$ cat config.mk
export PLATFORM = sky130hd
export DESIGN_NAME = mdio_lite_ctrl_flat
export DESIGN_NICKNAME = d
export VERILOG_FILES = /design/src/rtl/mdio_lite_ctrl_if.sv /design/src/rtl/mdio_lite_ctrl.sv /design/src/flat_wrapper.sv
export SDC_FILE = /design/constraint.sdc
export NUM_CORES = 1
export LEC_CHECK = 0
export ABC_AREA = 1
export CORE_AREA = 5 5 177 179
export CTS_CLUSTER_DIAMETER = 40
export DETAILED_ROUTE_END_ITERATION = 6
export DIE_AREA = 0 0 182 184
export PLACE_DENSITY = 0.5
export SLEW_MARGIN = 20
export SYNTH_ARGS = -nofsm -noshare
export SYNTH_HDL_FRONTEND = slang
export SYNTH_SLANG_ARGS = --single-unit
export TNS_END_PERCENT = 5
$ cat constraint.sdc
create_clock -name bus_clk -period 4.8 [get_ports bus_clk]
set_input_delay 0.96 -clock bus_clk [delete_from_list [all_inputs] [get_ports bus_clk]]
set_output_delay 0.96 -clock bus_clk [all_outputs]
set_load 0.005 [all_outputs]
$ cat src/rtl/mdio_lite_ctrl_if.sv
// Xillybus-lite user register port between the host side and the MDIO controller.
interface mdio_lite_ctrl_if;
   logic [31:0] user_addr;
   logic        user_wren;
   logic [3:0]  user_wstrb;
   logic [31:0] user_wr_data;
   logic        user_rden;
   logic [31:0] user_rd_data;
   logic        user_irq;

   modport master (
      output user_addr, user_wren, user_wstrb, user_wr_data, user_rden,
      input  user_rd_data, user_irq
   );

   modport slave (
      input  user_addr, user_wren, user_wstrb, user_wr_data, user_rden,
      output user_rd_data, user_irq
   );
endinterface

$ cat src/rtl/mdio_lite_ctrl.sv
// Clause 22 MDIO management master behind a Xillybus-lite register window.
// Sequences 64-bit frames on MDC/MDIO and flags completion via DONE and user_irq.
module mdio_lite_ctrl #(
   parameter logic [31:0] BASE_ADDR   = 32'h0000_0100,
   parameter logic [7:0]  DIV_DEFAULT = 8'd24
) (
   input  logic            bus_clk,
   input  logic            bus_rst_n,
   mdio_lite_ctrl_if.slave user,
   output logic            mdio_mdc,
   output logic            mdio_o,
   input  logic            mdio_i,
   output logic            mdio_t
);

   typedef enum logic [2:0] {S_IDLE, S_PRE, S_HDR, S_TA, S_DATA, S_FIN} state_t;

   state_t      state, state_nxt;
   logic [26:0] cmd_q;
   logic [7:0]  div_q, div_sh;
   logic [7:0]  half_cnt;
   logic [5:0]  bit_cnt;
   logic [62:0] frame_sr;
   logic [15:0] rdata_sr, rdata_q;
   logic        rd_op;
   logic        done_q, ovr_q, irq_en_q;
   logic [31:0] rd_mux, rd_data_p1;

   logic        hit, busy, active, half_zero, mdc_fall;
   logic [1:0]  reg_sel;
   logic        cmd_wr, stat_wr, div_wr, start, done_set, ovr_set;
   logic [31:0] cmd_merged;
   logic        unused_bits;

   function automatic logic [31:0] merge_be(input logic [31:0] cur, input logic [31:0] wd,
                                            input logic [3:0] be);
      logic [31:0] r;
      r = cur;
      for (int i = 0; i < 4; i++)
         if (be[i]) r[8*i +: 8] = wd[8*i +: 8];
      return r;
   endfunction

   // Bits 1..63 of the frame; bit 0 (first preamble 1) is driven straight at start.
   function automatic logic [62:0] build_frame(input logic [26:0] c);
      return {31'h7FFF_FFFF, 2'b01, (c[26] ? 2'b10 : 2'b01), c[25:21], c[20:16],
              (c[26] ? 18'h3_FFFF : {2'b10, c[15:0]})};
   endfunction

   assign hit        = (user.user_addr[31:4] == BASE_ADDR[31:4]);
   assign reg_sel    = user.user_addr[3:2];
   assign busy       = (state != S_IDLE);
   assign cmd_wr     = hit && user.user_wren && (reg_sel == 2'd0);
   assign stat_wr    = hit && user.user_wren && (reg_sel == 2'd1);
   assign div_wr     = hit && user.user_wren && (reg_sel == 2'd2);
   assign start      = cmd_wr && !busy && (user.user_wstrb == 4'hF);
   assign ovr_set    = cmd_wr && busy;
   assign done_set   = (state == S_FIN);
   assign active     = state inside {S_PRE, S_HDR, S_TA, S_DATA};
   assign half_zero  = (half_cnt == 8'd0);
   assign mdc_fall   = active && half_zero && mdio_mdc;
   assign cmd_merged = merge_be({5'd0, cmd_q}, user.user_wr_data, user.user_wstrb);
   assign unused_bits = ^{user.user_addr[1:0], cmd_merged[31:27]};

   always_ff @(posedge bus_clk or negedge bus_rst_n) begin
      if (!bus_rst_n) state <= S_IDLE;
      else            state <= state_nxt;
   end

   always_comb begin
      state_nxt = state;
      case (state)
         S_IDLE:  if (start) state_nxt = S_PRE;
         S_PRE:   if (mdc_fall && bit_cnt == 6'd31) state_nxt = S_HDR;
         S_HDR:   if (mdc_fall && bit_cnt == 6'd45) state_nxt = S_TA;
         S_TA:    if (mdc_fall && bit_cnt == 6'd47) state_nxt = S_DATA;
         S_DATA:  if (mdc_fall && bit_cnt == 6'd63) state_nxt = S_FIN;
         S_FIN:   state_nxt = S_IDLE;
         default: state_nxt = S_IDLE;
      endcase
   end

   // Bit engine: MDC toggles every DIV+1 clocks; a new bit starts on each falling edge.
   always_ff @(posedge bus_clk or negedge bus_rst_n) begin
      if (!bus_rst_n) begin
         mdio_mdc <= 1'b0;
         mdio_o   <= 1'b1;
         mdio_t   <= 1'b1;
         half_cnt <= 8'd0;
         bit_cnt  <= 6'd0;
         div_sh   <= DIV_DEFAULT;
         frame_sr <= '1;
         rd_op    <= 1'b0;
         rdata_sr <= 16'd0;
      end else if (start) begin
         mdio_mdc <= 1'b0;
         mdio_o   <= 1'b1;
         mdio_t   <= 1'b0;
         half_cnt <= div_q;
         div_sh   <= div_q;
         bit_cnt  <= 6'd0;
         frame_sr <= build_frame(user.user_wr_data[26:0]);
         rd_op    <= user.user_wr_data[26];
      end else if (active) begin
         if (half_zero) begin
            half_cnt <= div_sh;
            mdio_mdc <= !mdio_mdc;
            if (mdio_mdc) begin
               bit_cnt  <= bit_cnt + 6'd1;
               frame_sr <= {frame_sr[61:0], 1'b1};
               if (bit_cnt == 6'd63) begin
                  mdio_o <= 1'b1;
                  mdio_t <= 1'b1;
               end else begin
                  mdio_o <= frame_sr[62];
                  mdio_t <= rd_op && (bit_cnt >= 6'd45);
               end
            end else if (rd_op && bit_cnt >= 6'd48) begin
               rdata_sr <= {rdata_sr[14:0], mdio_i};
            end
         end else begin
            half_cnt <= half_cnt - 8'd1;
         end
      end else begin
         mdio_mdc <= 1'b0;
         mdio_o   <= 1'b1;
         mdio_t   <= 1'b1;
      end
   end

   // Register file; DONE/OVR setting beats a simultaneous write-one-to-clear.
   always_ff @(posedge bus_clk or negedge bus_rst_n) begin
      if (!bus_rst_n) begin
         cmd_q    <= 27'd0;
         div_q    <= DIV_DEFAULT;
         done_q   <= 1'b0;
         ovr_q    <= 1'b0;
         irq_en_q <= 1'b0;
         rdata_q  <= 16'd0;
      end else begin
         if (cmd_wr && !busy)                 cmd_q    <= cmd_merged[26:0];
         if (div_wr && user.user_wstrb[0])    div_q    <= user.user_wr_data[7:0];
         if (stat_wr)                         irq_en_q <= user.user_wr_data[3];
         if (done_set)                        done_q   <= 1'b1;
         else if (stat_wr && user.user_wr_data[1]) done_q <= 1'b0;
         if (ovr_set)                         ovr_q    <= 1'b1;
         else if (stat_wr && user.user_wr_data[2]) ovr_q  <= 1'b0;
         if (done_set && rd_op)               rdata_q  <= rdata_sr;
      end
   end

   always_comb begin
      rd_mux = 32'd0;
      if (hit) begin
         case (reg_sel)
            2'd0:    rd_mux = {5'd0, cmd_q};
            2'd1:    rd_mux = {rdata_q, 12'd0, irq_en_q, ovr_q, done_q, busy};
            2'd2:    rd_mux = {24'd0, div_q};
            default: rd_mux = 32'd0;
         endcase
      end
   end

   // Read stage: data valid the cycle after user_rden.
   always_ff @(posedge bus_clk or negedge bus_rst_n) begin
      if (!bus_rst_n)          rd_data_p1 <= 32'd0;
      else if (user.user_rden) rd_data_p1 <= rd_mux;
   end

   assign user.user_rd_data = rd_data_p1;
   assign user.user_irq     = done_q & irq_en_q;

endmodule
$ cat src/flat_wrapper.sv
// flat-port wrapper written by rule: the top's interface ports become plain ports
module mdio_lite_ctrl_flat 
#(
   parameter logic [31:0] BASE_ADDR   = 32'h0000_0100,
   parameter logic [7:0]  DIV_DEFAULT = 8'd24
)
  (bus_clk, bus_rst_n, mdio_mdc, mdio_o, mdio_i, mdio_t, user_user_addr, user_user_wren, user_user_wstrb, user_user_wr_data, user_user_rden, user_user_rd_data, user_user_irq);
  mdio_lite_ctrl_if user_i ();
  input  logic bus_clk;
  input  logic bus_rst_n;
  output logic mdio_mdc;
  output logic mdio_o;
  input  logic mdio_i;
  output logic mdio_t;
  input wire logic [$bits(user_i.user_addr)-1:0] user_user_addr;
  input wire logic [$bits(user_i.user_wren)-1:0] user_user_wren;
  input wire logic [$bits(user_i.user_wstrb)-1:0] user_user_wstrb;
  input wire logic [$bits(user_i.user_wr_data)-1:0] user_user_wr_data;
  input wire logic [$bits(user_i.user_rden)-1:0] user_user_rden;
  output wire logic [$bits(user_i.user_rd_data)-1:0] user_user_rd_data;
  output wire logic [$bits(user_i.user_irq)-1:0] user_user_irq;
  assign user_i.user_addr = user_user_addr;
  assign user_i.user_wren = user_user_wren;
  assign user_i.user_wstrb = user_user_wstrb;
  assign user_i.user_wr_data = user_user_wr_data;
  assign user_i.user_rden = user_user_rden;
  assign user_user_rd_data = user_i.user_rd_data;
  assign user_user_irq = user_i.user_irq;
  mdio_lite_ctrl #(.BASE_ADDR(BASE_ADDR), .DIV_DEFAULT(DIV_DEFAULT)) u_core (.bus_clk(bus_clk), .bus_rst_n(bus_rst_n), .user(user_i), .mdio_mdc(mdio_mdc), .mdio_o(mdio_o), .mdio_i(mdio_i), .mdio_t(mdio_t));
endmodule
==> results.yml <==
yosys:
  synth_area_um2: 8760
  yosysWarningCount: 0
  synth_flop_cell: "dfrtp_1"
  synthAdderAreaFrac_pct: 0.714
  netlist_instances: 1026
  synthArstFlopShare_pct: 100
  yosysSeqAreaShare_pct: 56.4
  synth_top_family_by_area: "simple AND/OR/NAND/NOR gates"
  synth_edf_count: 0
  synth-xor-area-share_pct: 0.500
  ys_types: 40
  synth_compound_area_share_pct: 9.70
  synth_nets: 1104
  avgSynthCellArea_um2: 8.54
  synth-simple-area-share_pct: 25.6
  synthMuxAreaShare_pct: 0.257
  ys_seq_elements: 194
finish:
  stdcell_count: 1514
  fin_nets: 1189
  syn2layout_area_growth_pct: 23.0
  diodes: 0
  drive_gt1_share_pct: 12.3
  design_area_um2: 10800
setup_path:
  crit_family: "simple AND/OR/NAND/NOR gates"
  critPathBufInv: 4
  r2r-end: "u_core.frame_sr[34]"
  r2r-start: "u_core.state[2]"
  ff2ff_setup_slack_ps: 1540
  crit_type: "reg -> reg"
  start_kind: "flip-flop"
  r2r_cells: 10
  path_max_fanout: 34
  end_kind: "flip-flop"
  cp_slowest_stage_delay_ps: 650
  worstPathArrival_ps: 3610
  cp_cell_sequence: "inv_1 > nand3_1 > nand2_1 > inv_1 > nand2_2 > nand2_2 > inv_2 > nor2_4 > inv_2 > o21ai_0"
  critPathRequiredTime_ps: 5150
  cp_slowest_cell: "nor2_4"
routing:
  antenna_left: 0
  drc: 0
  drtPass1Iterations: 6
  wl_per_cell_um: 14.8
  viasPerCell: 4.62
  drt_iter0_markers: 411
  wl_um: 22400
  vias: 6997
cts:
  cts_tree: "yes"
  cts.clk_slew.worst_paths_ps: 80
  cts_buffers: 17
  h-tree-depth: 4
  cts_buffer_depth: 2
  ctsResizeCount: 0
  post_cts_buffers: 0
  ctsHoldBuffers: 0
  clock_latency_ps: 440
  cts_root_buffer: "clkbuf_16"
  cts_sinks: 194
floorplan:
  initial_core_util_pct: 29.8
  row_count: 63
  dieWidth_um: 182
  ios: 109
  coreArea_um2: 29400
  die_y_um: 184
  dieArea_um2: 33500
global_routing:
  grtUsageTotal_pct: 13.6
  grt_max_degree: 117
  antenna_found_initial: 0
  grt_pass1_wl_um: 37200
  grt_pass1_vias: 6996
  globalRouteOverflowTotal: 0
power_and_ir_drop:
  power_density_nw_per_um2: 305
  p_leak_nw: 4.94
  vdd_ir_drop_max_uv: 267
place:
  dpl-instance-area_um2: 10100
  place_inst: 1482
  io_buffers: 101
  dp_slack_ps: 1030
  hpwl_um: 15100
  place.gp.congestion: 0.799
timing:
  slew_headroom_pct: 33.4
  min_period_ps: 3260
  slew_viol_final: 0
  setup_viol: 0
  finalSetupTns_ps: 0
  fmax_ghz: 0.307
  rsz0062_at_grt: "no"
  min_period_over_period_pct: 67.8
  tightestPinTransition_ps: 996
  finalClockSkew_ps: 18.1
  finalHoldViolCount: 0
  fin_ws_ps: 1540
hold_path:
  min_path_cells: 2
  min_to: "u_core.div_sh[5]"
  hold_start: "u_core.div_sh[5]"
  hp-class: "reg -> reg"
status:
  status: "completed"
job:
  max_cap_viol_count: 0
worst reg2reg max path, delay by kind of cell, from the launching register on:
kind / cells / cell delay (ps)
simple gates: 5 / 1580
buf+inv: 4 / 910
flops: 1 / 450
compound gates: 1 / 240
cell usage after synthesis, types with 12 or more instances:
library cell  count  area [µm²]
a21oi_1          15        75.1
nor2_1           70         263
inv_1            96         360
dfrtp_1         125        3130
nand4_1          29         181
clkbuf_1         29         109
o21ai_1          12        60.1
o211ai_1         15         113
nand2_1         293        1100
buf_2            14        70.1
nand3_1         102         510
dfstp_2          69        1810
o21ai_0         100         500
sequential cells by signal (all words and copies together) (netlist names):
signal / flops
u_core.done_q: 1
u_core.bit_cnt: 6
u_core.user.user_rd_data: 32
u_core.div_sh: 8
u_core.mdio_o: 1
u_core.half_cnt: 8
u_core.rdata_sr: 16
u_core.ovr_q: 1
u_core.mdio_t: 1
u_core.rdata_q: 16
u_core.irq_en_q: 1
u_core.rd_op: 1
u_core.mdio_mdc: 1
u_core.frame_sr: 63
u_core.state: 3
u_core.cmd_q: 27
u_core.div_q: 8
placed cells by master (no fill, tap or decap), types with 2 or more instances in the layout:
master           count
o211ai_1            15
ha_1                 5
inv_8                4
a31oi_1              2
nand2_1            293
clkinv_8             7
dfrtp_1            125
nand2_2              2
or2_2                8
xor2_1               4
a21oi_1             15
a221oi_1             3
clkbuf_16           17
dfstp_2             69
clkdlybuf4s50_1    100
nor4_1               2
mux2_2               2
nand3_1            102
inv_1               96
inv_2                2
nor2_1              70
nor2_2               4
nor2_4               2
nand4_1             29
buf_4               13
nor3_1               3
clkinv_4             2
o21ai_0            100
o311ai_0             2
o21ai_1             12
area by class of cell:
cell class / instances / area, µm²
repair buffers: 114 / 1110
flip-flops and latches: 194 / 4940
fillers: 3018 / 18600
inverters: 98 / 368
clock inverters: 15 / 215
well taps: 390 / 488
multi-input cells: 686 / 3220
clock buffers: 17 / 425
worst max-delay path by stage:
stage,from,endpoint,slack (ps),cells after the start
finish,u_core.state[2],u_core.frame_sr[34],1540,10
global route,u_core.state[0],u_core.frame_sr[43],1090,10
CTS,u_core.state[2],u_core.frame_sr[34],1460,10
detailed placement,user_user_addr[8],u_core.bit_cnt[0],1030,13
global placement,user_user_addr[8],u_core.bit_cnt[0],1050,13
floorplan,user_user_addr[27],u_core.bit_cnt[1],2510,11
power by group:
| group | internal, mW | leakage [nW] | total, mW | switching, mW |
|---|---|---|---|---|
| combinational | 0.0588 | 2.33 | 0.139 | 0.0798 |
| sequential | 1.64 | 2.30 | 1.64 | 0.000177 |
| clock | 0.764 | 0.309 | 1.51 | 0.745 |
| total | 2.46 | 4.94 | 3.28 | 0.825 |
metal layers:
metal	part of all wire (%)	GRT usage (%)	vias up	wire length [µm]
li1	-	-	3510	-
met1	49	18.8	3357	10900
met2	47	22.0	113	10600
met3	3.0	2.87	17	670
met4	1.0	2.94	0	233
met5	0	0	-	0
per-stage QoR:
stage | hold slack (ps) | util (%) | power (mW)
after floorplan | 442 | - | 1.70
after global placement | 458 | 34.5 | 1.81
after detailed placement | 461 | 34.5 | 1.81
after CTS | 481 | 36.6 | 3.33
after global routing | 492 | 36.6 | 3.41
final | 479 | 36.6 | 3.28
kinds of logic after synthesis:
kind of cell,Yosys count
buf+inv,146
mux,2
flops,194
xor+xnor,5
simple gates,519
fa+ha+maj,5
compound gates,155
(Power assumes the default switching activity.)
